[src/rtl/ram_port_arbiter.sv]
// ram_port_arbiter
//   Arbitrates an instruction-fetch port and a data port onto a single RAM
//   with one read port and one write port. At most one requester is granted
//   per cycle; grants are combinational. Read responses are registered and
//   appear one cycle after the grant. A data-side lock holds the RAM for an
//   atomic sequence.
//
//   Optional feature: define ARB_STARVE_GUARD_EN to add a starvation counter
//   that lets fetch win a conflict after STARVE_LIMIT consecutive denials.
//
// Parameters
//   RAM_BASE      lowest byte address backed by RAM
//   STARVE_LIMIT  denied fetch cycles before fetch is forced a grant
// Ports
//   clk, rst                          clock, synchronous active-high reset
//   if_req/if_addr                    fetch request and byte address
//   if_gnt/if_rvalid/if_rdata         fetch grant, response valid, 32-bit word
//   d_req/d_we/d_lock/d_addr          data request, write, lock, byte address
//   d_wdata/d_wmask                   write data and bit mask
//   d_gnt/d_rvalid/d_rdata            data grant, read valid, 64-bit read data
//   ram_ren/ram_ridx/ram_rdata        RAM read enable, dword index, data
//   ram_wen/ram_widx/ram_wdata/ram_wmask  RAM write enable, index, data, mask
module ram_port_arbiter #(
   parameter logic [63:0] RAM_BASE     = 64'h8000_0000,
   parameter int unsigned STARVE_LIMIT = 4
) (
   input  logic        clk,
   input  logic        rst,
   input  logic        if_req,
   input  logic [63:0] if_addr,
   output logic        if_gnt,
   output logic        if_rvalid,
   output logic [31:0] if_rdata,
   input  logic        d_req,
   input  logic        d_we,
   input  logic        d_lock,
   input  logic [63:0] d_addr,
   input  logic [63:0] d_wdata,
   input  logic [63:0] d_wmask,
   output logic        d_gnt,
   output logic        d_rvalid,
   output logic [63:0] d_rdata,
   output logic        ram_ren,
   output logic [63:0] ram_ridx,
   input  logic [63:0] ram_rdata,
   output logic        ram_wen,
   output logic [63:0] ram_widx,
   output logic [63:0] ram_wdata,
   output logic [63:0] ram_wmask
);

   typedef enum logic {
      ST_IDLE,
      ST_LOCKED
   } state_t;

   state_t      r_state;
   logic        r_if_rvalid;
   logic [31:0] r_if_rdata;
   logic        r_d_rvalid;
   logic [63:0] r_d_rdata;

   logic        w_if_gnt;
   logic        w_d_gnt;
   logic        w_fetch_wins;
   logic        w_if_inr;
   logic        w_d_inr;
   logic [63:0] w_if_idx;
   logic [63:0] w_d_idx;
   logic        w_if_ren;
   logic        w_d_ren;
   logic        w_d_wen;

   assign w_if_inr = (if_addr >= RAM_BASE);
   assign w_d_inr  = (d_addr >= RAM_BASE);
   assign w_if_idx = (if_addr - RAM_BASE) >> 3;
   assign w_d_idx  = (d_addr - RAM_BASE) >> 3;

`ifdef ARB_STARVE_GUARD_EN
   localparam int unsigned CW = (STARVE_LIMIT < 1) ? 1 : $clog2(STARVE_LIMIT + 1);

   logic [CW-1:0] r_starve_cnt;

   assign w_fetch_wins = (r_starve_cnt == CW'(STARVE_LIMIT));

   // Saturating count of denied fetch cycles; any fetch grant clears it.
   always_ff @(posedge clk) begin
      if (rst) begin
         r_starve_cnt <= '0;
      end else if (w_if_gnt) begin
         r_starve_cnt <= '0;
      end else if (if_req && !w_fetch_wins) begin
         r_starve_cnt <= r_starve_cnt + 1'b1;
      end
   end
`else
   assign w_fetch_wins = 1'b0;
`endif

   // Grants are suppressed during reset so nothing reaches the RAM.
   always_comb begin
      w_if_gnt = 1'b0;
      w_d_gnt  = 1'b0;
      if (!rst) begin
         case (r_state)
            ST_IDLE: begin
               if (if_req && d_req) begin
                  w_if_gnt = w_fetch_wins;
                  w_d_gnt  = !w_fetch_wins;
               end else begin
                  w_if_gnt = if_req;
                  w_d_gnt  = d_req;
               end
            end
            ST_LOCKED: begin
               w_d_gnt = d_req;
            end
            default: begin
               w_if_gnt = 1'b0;
               w_d_gnt  = 1'b0;
            end
         endcase
      end
   end

   assign w_if_ren = w_if_gnt && w_if_inr;
   assign w_d_ren  = w_d_gnt && !d_we && w_d_inr;
   assign w_d_wen  = w_d_gnt && d_we && w_d_inr;

   assign if_gnt    = w_if_gnt;
   assign d_gnt     = w_d_gnt;
   assign ram_ren   = w_if_ren || w_d_ren;
   assign ram_ridx  = w_if_ren ? w_if_idx : (w_d_ren ? w_d_idx : '0);
   assign ram_wen   = w_d_wen;
   assign ram_widx  = w_d_wen ? w_d_idx : '0;
   assign ram_wdata = w_d_wen ? d_wdata : '0;
   assign ram_wmask = w_d_wen ? d_wmask : '0;

   // A response already registered when rst rises is masked so it never
   // escapes; the registers themselves clear on the same edge.
   assign if_rvalid = r_if_rvalid && !rst;
   assign if_rdata  = rst ? '0 : r_if_rdata;
   assign d_rvalid  = r_d_rvalid && !rst;
   assign d_rdata   = rst ? '0 : r_d_rdata;

   always_ff @(posedge clk) begin
      if (rst) begin
         r_state     <= ST_IDLE;
         r_if_rvalid <= 1'b0;
         r_if_rdata  <= '0;
         r_d_rvalid  <= 1'b0;
         r_d_rdata   <= '0;
      end else begin
         case (r_state)
            ST_IDLE: begin
               if (w_d_gnt && d_lock) begin
                  r_state <= ST_LOCKED;
               end
            end
            ST_LOCKED: begin
               if (!d_req || !d_lock) begin
                  r_state <= ST_IDLE;
               end
            end
            default: r_state <= ST_IDLE;
         endcase

         r_if_rvalid <= w_if_gnt;
         r_d_rvalid  <= w_d_gnt && !d_we;

         // Half-word select uses if_addr[2] at grant, so later address
         // changes cannot affect the returned word.
         if (w_if_gnt) begin
            if (!w_if_inr) begin
               r_if_rdata <= '0;
            end else if (if_addr[2]) begin
               r_if_rdata <= ram_rdata[63:32];
            end else begin
               r_if_rdata <= ram_rdata[31:0];
            end
         end

         if (w_d_gnt && !d_we) begin
            r_d_rdata <= w_d_inr ? ram_rdata : '0;
         end
      end
   end

endmodule

[config.mk]
export PLATFORM = sky130hd
export DESIGN_NAME = ram_port_arbiter
export DESIGN_NICKNAME = d
export VERILOG_FILES = /design/src/rtl/ram_port_arbiter.sv
export SDC_FILE = /design/constraint.sdc
export NUM_CORES = 1
export LEC_CHECK = 0
export BUFFER_PORTS_ARGS = -buffer_cell sky130_fd_sc_hd__buf_4
export CAP_MARGIN = 10
export CORE_AREA = 2 2 267 269
export DETAILED_ROUTE_END_ITERATION = 6
export DIE_AREA = 0 0 269 271
export PLACE_DENSITY = 0.37
export SLEW_MARGIN = 30
export SYNTH_ARGS = -nofsm -noshare
export SYNTH_HDL_FRONTEND = slang
export SYNTH_SLANG_ARGS = --single-unit
[constraint.sdc]
create_clock -name clk -period 7.8 [get_ports clk]
set_input_delay 1.56 -clock clk [delete_from_list [all_inputs] [get_ports clk]]
set_output_delay 1.56 -clock clk [all_outputs]
set_load 0.01 [all_outputs]
=== Word-level counts from Yosys, hierarchy flattened ===
Cells that the tools add are included.

* Output and inout port bits: 358
* Word-level logic and storage cells: 44
* Register bits: 99
* Input bits: 326

* Add/subtract/negate cells: 2
* Magnitude comparators: 2
* Multiplexer cells: 19
* Bitwise operators: 1
* Reductions and logical operators: 15

{| class="wikitable"
|+ Operators with widths
! cell !! number
|-
| $mux 64 || 4
|-
| $mux 61 || 3
|-
| $ge 64x32->1 const B || 2
|-
| $sub 64x32->64 const B || 2
|-
| $mux 32 || 3
|-
| $logic_and 1x1->1 || 9
|-
| $mux 1 || 7
|-
| $logic_not 1->1 || 4
|-
| $pmux 1 s2 || 2
|-
| $logic_or 1x1->1 || 2
|-
| $not 1->1 || 1
|}

=== Longest topological paths before layout ===
* Depth after elaboration: 8
* Gate-level depth with buffers: 10
* Depth with buffers taken out: 7

=== Least setup slack after synthesis ===
No wires, ideal clock.

* Kind: input to output
* Start: in d_addr[31]
* End: out ram_ridx[60]
* Setup slack: 2775 ps
* Required time: 6240 ps
* Path buffers: 0
* Data arrival time: 3465 ps
* Cell stages on the path: 7
* Path through: inv_1 ha_1 nor3b_1 nand3_1 or2_2 or4_1 o221ai_1

* Longest elaborated chain between the ends: 4
* Elaborated cells on any way between the ends: 5
* Classes of those cells: 1 x add/sub; 1 x order compare; 2 x mux; 1 x reduce/logical

{| class="wikitable"
|+ Ends and longest elaborated chain
! what !! RTL line !! text
|-
| from (decl) || 37 || <nowiki>input logic [63:0] d_addr,</nowiki>
|-
| $ge 64x32->1 || 75 || <nowiki>assign w_d_inr = (d_addr >= RAM_BASE);</nowiki>
|-
| $logic_and 1x1->1 || 127 || <nowiki>assign w_d_ren = w_d_gnt && !d_we && w_d_inr;</nowiki>
|-
| $mux 61 (*) (2 in series) || 133 || <nowiki>assign ram_ridx = w_if_ren ? w_if_idx : (w_d_ren ? w_d_idx : '0);</nowiki>
|-
| to (decl) || 44 || <nowiki>output logic [63:0] ram_ridx,</nowiki>
|}

Mark *: on every way between the ends. The rest lies on a longest branch, timed or not.

=== Final worst setup path ===
* Start: in d_addr[40]
* End: out ram_wmask[7]

* Longest elaborated chain between the ends: 3

{| class="wikitable"
|+ Ends and longest elaborated chain
! what !! RTL line !! text
|-
| $ge 64x32->1 || 75 ||
|-
| $logic_and 1x1->1 || 128 || <nowiki>assign w_d_wen = w_d_gnt && d_we && w_d_inr;</nowiki>
|-
| $mux 64 || 137 || <nowiki>assign ram_wmask = w_d_wen ? d_wmask : '0;</nowiki>
|-
| to (decl) || 49 || <nowiki>output logic [63:0] ram_wmask</nowiki>
|}

No other way between the ends.

==> results by group <==
Logic synthesis
  – Synth unique cells: 47
  – Synth top area share: 0.271
  – Ys flop type: dfxtp_1
  – EDFF count, synth: 0
  – Synth warn: 0
  – Post-Syn Area: ~7300 µm²
  – Synth Register Bits: 99
  – Top post-synthesis cells by count: and2_1 (157), nor2b_1 (100), dfxtp_1 (99)
  – Most common cell in the netlist: and2_1
  – Dominant cells by area after synthesis: dfxtp_1 (27%), and2_1 (13%), a22o_1 (11%)
  – Post-synth top area cell: dfxtp_1
  – Post-synthesis sequential area ratio: 0.271
  – Async SR Flop Fraction: 0
  – Post-synthesis cell count: between 800 and 900
  – Mean Syn Cell Area: approximately 8.2 µm²

Placed design
  – Placed cell area: 13200 µm²
  – Port Buffers: approximately 670
  – Placer Congestion: 0.894
  – HPWL after DPL: 42900 µm
  – Inst Count DP: 2451

Timing
  – Unrepaired setup endpoints after global routing: false
  – Fmax achieved: 0.154 GHz
  – Final setup fails: 0
  – Min Clock Period, post-route: 6.51 ns
  – Max-slew violations: 0
  – Final TNS setup: 0 ns
  – Clock Skews: 0.0145 ns
  – Crit share post-route: 0.834
  – Max-Slew Margin vs Limit: 0.355
  – Worst slew pin tran: 0.964 ns
  – Final Hold Viols: 0

Critical path
  – CP max stage cell: nor4_1
  – Crit-path leading delay family: buffers and inverters
  – R2R cell count: 4
  – WP data required: 6.24 ns
  – Crit start category: input pin
  – R2R Setup Slk: 6.12 ns
  – CP max stage delay: 0.67 ns
  – CP Max Fanout: 77
  – Critical path buffer and inverter count: 5
  – Worst r2r dst: r_if_rdata[4]
  – Top cell by count, worst path: buf_4
  – CP Cell Sequence: buf_4 > nor4_1 > nand4_1 > buf_4 > nor4_4 > a21o_1 > clkinv_2 > buf_4 > and2_1 > buf_4
  – Critical path class: input pin to output pin
  – FF-to-FF Start: r_state
  – WP data arrival: 4.95 ns
  – Endpoint type of the worst setup path: output pin

Job
  – Max Cap Viol: 0

Global route
  – First-pass GRT wire length: 69500 µm
  – Overflow after GRT: 0
  – Aggregate global-route resource usage: 0.133
  – Largest net degree at the start of global routing: 78
  – Initial antenna violation count: 7
  – Vias in the first global route: 9132

Hold path
  – Min-Delay Path Depth: 1
  – Worst hold start: r_state
  – WHS Endpoint: r_if_rvalid
  – HP Class: flop to flop

Floorplan
  – # IOs: between 600 and 700
  – Core area: 69800 µm²
  – Die Height: 271 µm
  – Rows: 97
  – Initial Util: 0.105
  – Die ar.: approximately 73000 µm²
  – Die Wd: roughly 270 µm

Power and ir drop
  – Power density over cell area: 112 nW/µm²
  – Pleak: ~6.2 nW
  – VDD IR-drop max: 0.0908 mV

Final layout
  – Layout area overhead: 85.6%
  – Layout cells sized above 1: 0.473
  – Non-Filler Instances: 2469
  – Nets: 1850
  – Cell area after layout: 13600 µm²

Routing
  – Avg WL per Cell: approximately 21 µm
  – Detailed-route via count: 9139
  – Via density: roughly 3.7
  – DRC Markers: 0
  – Routed WL: around 52000 µm
  – Post-DRT Antenna Nets: 0
  – DR pass1 iterations: 4
  – Drt initial violations: 317

CTS
  – Number of buffers created by CTS: 9
  – Clock Root Buffer: clkbuf_16
  – CTS clk-pin slew, worst paths: 0.08 ns
  – Post-cts resize count: 0
  – Clk buf depth: 2
  – CTS tree: yes
  – Postcts setup bufs: 0
  – Total clock sinks: 99
  – Post-CTS Hold Buffers: 0
  – Clk_lat worst skew: 0.37 ns
  – Htree depth: 3

Outcome
  – Status: completed
## worst reg2reg max path: stages (launching register included)
cell	delay [ns]
dfxtp_1	0.39
nor4b_4	0.08
o31ai_4	0.08
buf_4	0.70
o21ai_0	0.27
## kinds of logic after synthesis
family / Yosys count / synth area share
adder cells (fa/ha/maj): 2 / 0.00343
buffers and inverters: 86 / 0.0697
multiplexers: 34 / 0.0466
AND/OR/NAND/NOR: 448 / 0.367
XOR/XNOR: 56 / 0.0672
other: 1 / 0.000513
AO/OA/AOI/OAI: 169 / 0.175
flip-flops: 99 / 0.271
## flip-flops by register name (all words and copies together), names as in the netlist
name	cells
r_if_rdata	32
r_if_rvalid	1
r_d_rvalid	1
r_state	1
r_d_rdata	64
## layout by cell type, fill, tap and decap left out, types with 3 or more instances in the layout
| cell | instances |
|---|---|
| nand4_1 | 5 |
| and2_1 | 157 |
| buf_4 | 690 |
| mux2i_1 | 34 |
| inv_1 | 6 |
| a22o_1 | 92 |
| nor3_1 | 19 |
| nor4_1 | 23 |
| nor2_1 | 56 |
| nand3_1 | 8 |
| or3_1 | 11 |
| o21ai_0 | 32 |
| or4_1 | 7 |
| inv_6 | 4 |
| xor2_1 | 11 |
| o22ai_1 | 31 |
| nor2b_1 | 100 |
| xnor2_1 | 45 |
| dfxtp_1 | 99 |
| nand2_1 | 10 |
| nand2b_1 | 33 |
| or2_2 | 3 |
| clkbuf_16 | 9 |
| conb_1 | 6 |
| nor4b_1 | 3 |
| o31a_1 | 3 |
## where the power goes
part,switching (W),internal [W],total (W),leakage [nW]
logic,0.000235,0.000248,0.000483,5.26
registers,0.00000473,0.000532,0.000537,0.811
clock network,0.000241,0.000257,0.000498,0.150
## per-stage QoR
step	total power [W]	util	setup WS (ns)	hold slack [ns]
after global placement	0.00104	0.190	1.31	0.467
after detailed placement	0.00104	0.190	1.24	0.490
after CTS	0.00155	0.194	1.23	0.501
final	0.00152	0.194	1.29	0.502
after floorplan	0.000730	-	2.78	0.418
after global routing	0.00159	0.194	0.957	0.512
## how the worst max path moves through the flow
stage	from	end	slack (ns)	cells past startpoint
global route	d_addr[42]	ram_widx[4]	0.96	10
floorplan	d_addr[31]	ram_ridx[60]	2.78	7
global placement	d_addr[42]	ram_wmask[6]	1.31	10
CTS	d_addr[40]	ram_widx[4]	1.23	10
detailed placement	d_addr[40]	ram_widx[4]	1.24	10
finish	d_addr[40]	ram_wmask[7]	1.29	10
## final cells by class
class                           count  area, µm²
Sequential cell                    99       1980
Antenna cell                        2       5.00
Multi-Input combinational cell    715       4870
Clock inverter                      7       88.8
Tap cell                          940       1180
Inverter                            7       27.5
Fill cell                        7899      56200
Timing Repair Buffer              690       5180
Clock buffer                        9        225
## metal layers
metal / vias to the layer above / part of all wire / track usage
met5: - / 0.00084 / 0
met4: 8 / 0.023 / 0.0365
met3: 50 / 0.087 / 0.0409
met2: 434 / 0.48 / 0.231
met1: 4296 / 0.41 / 0.157
li1: 4351 / - / -
Power figures use the tool's default switching activity.
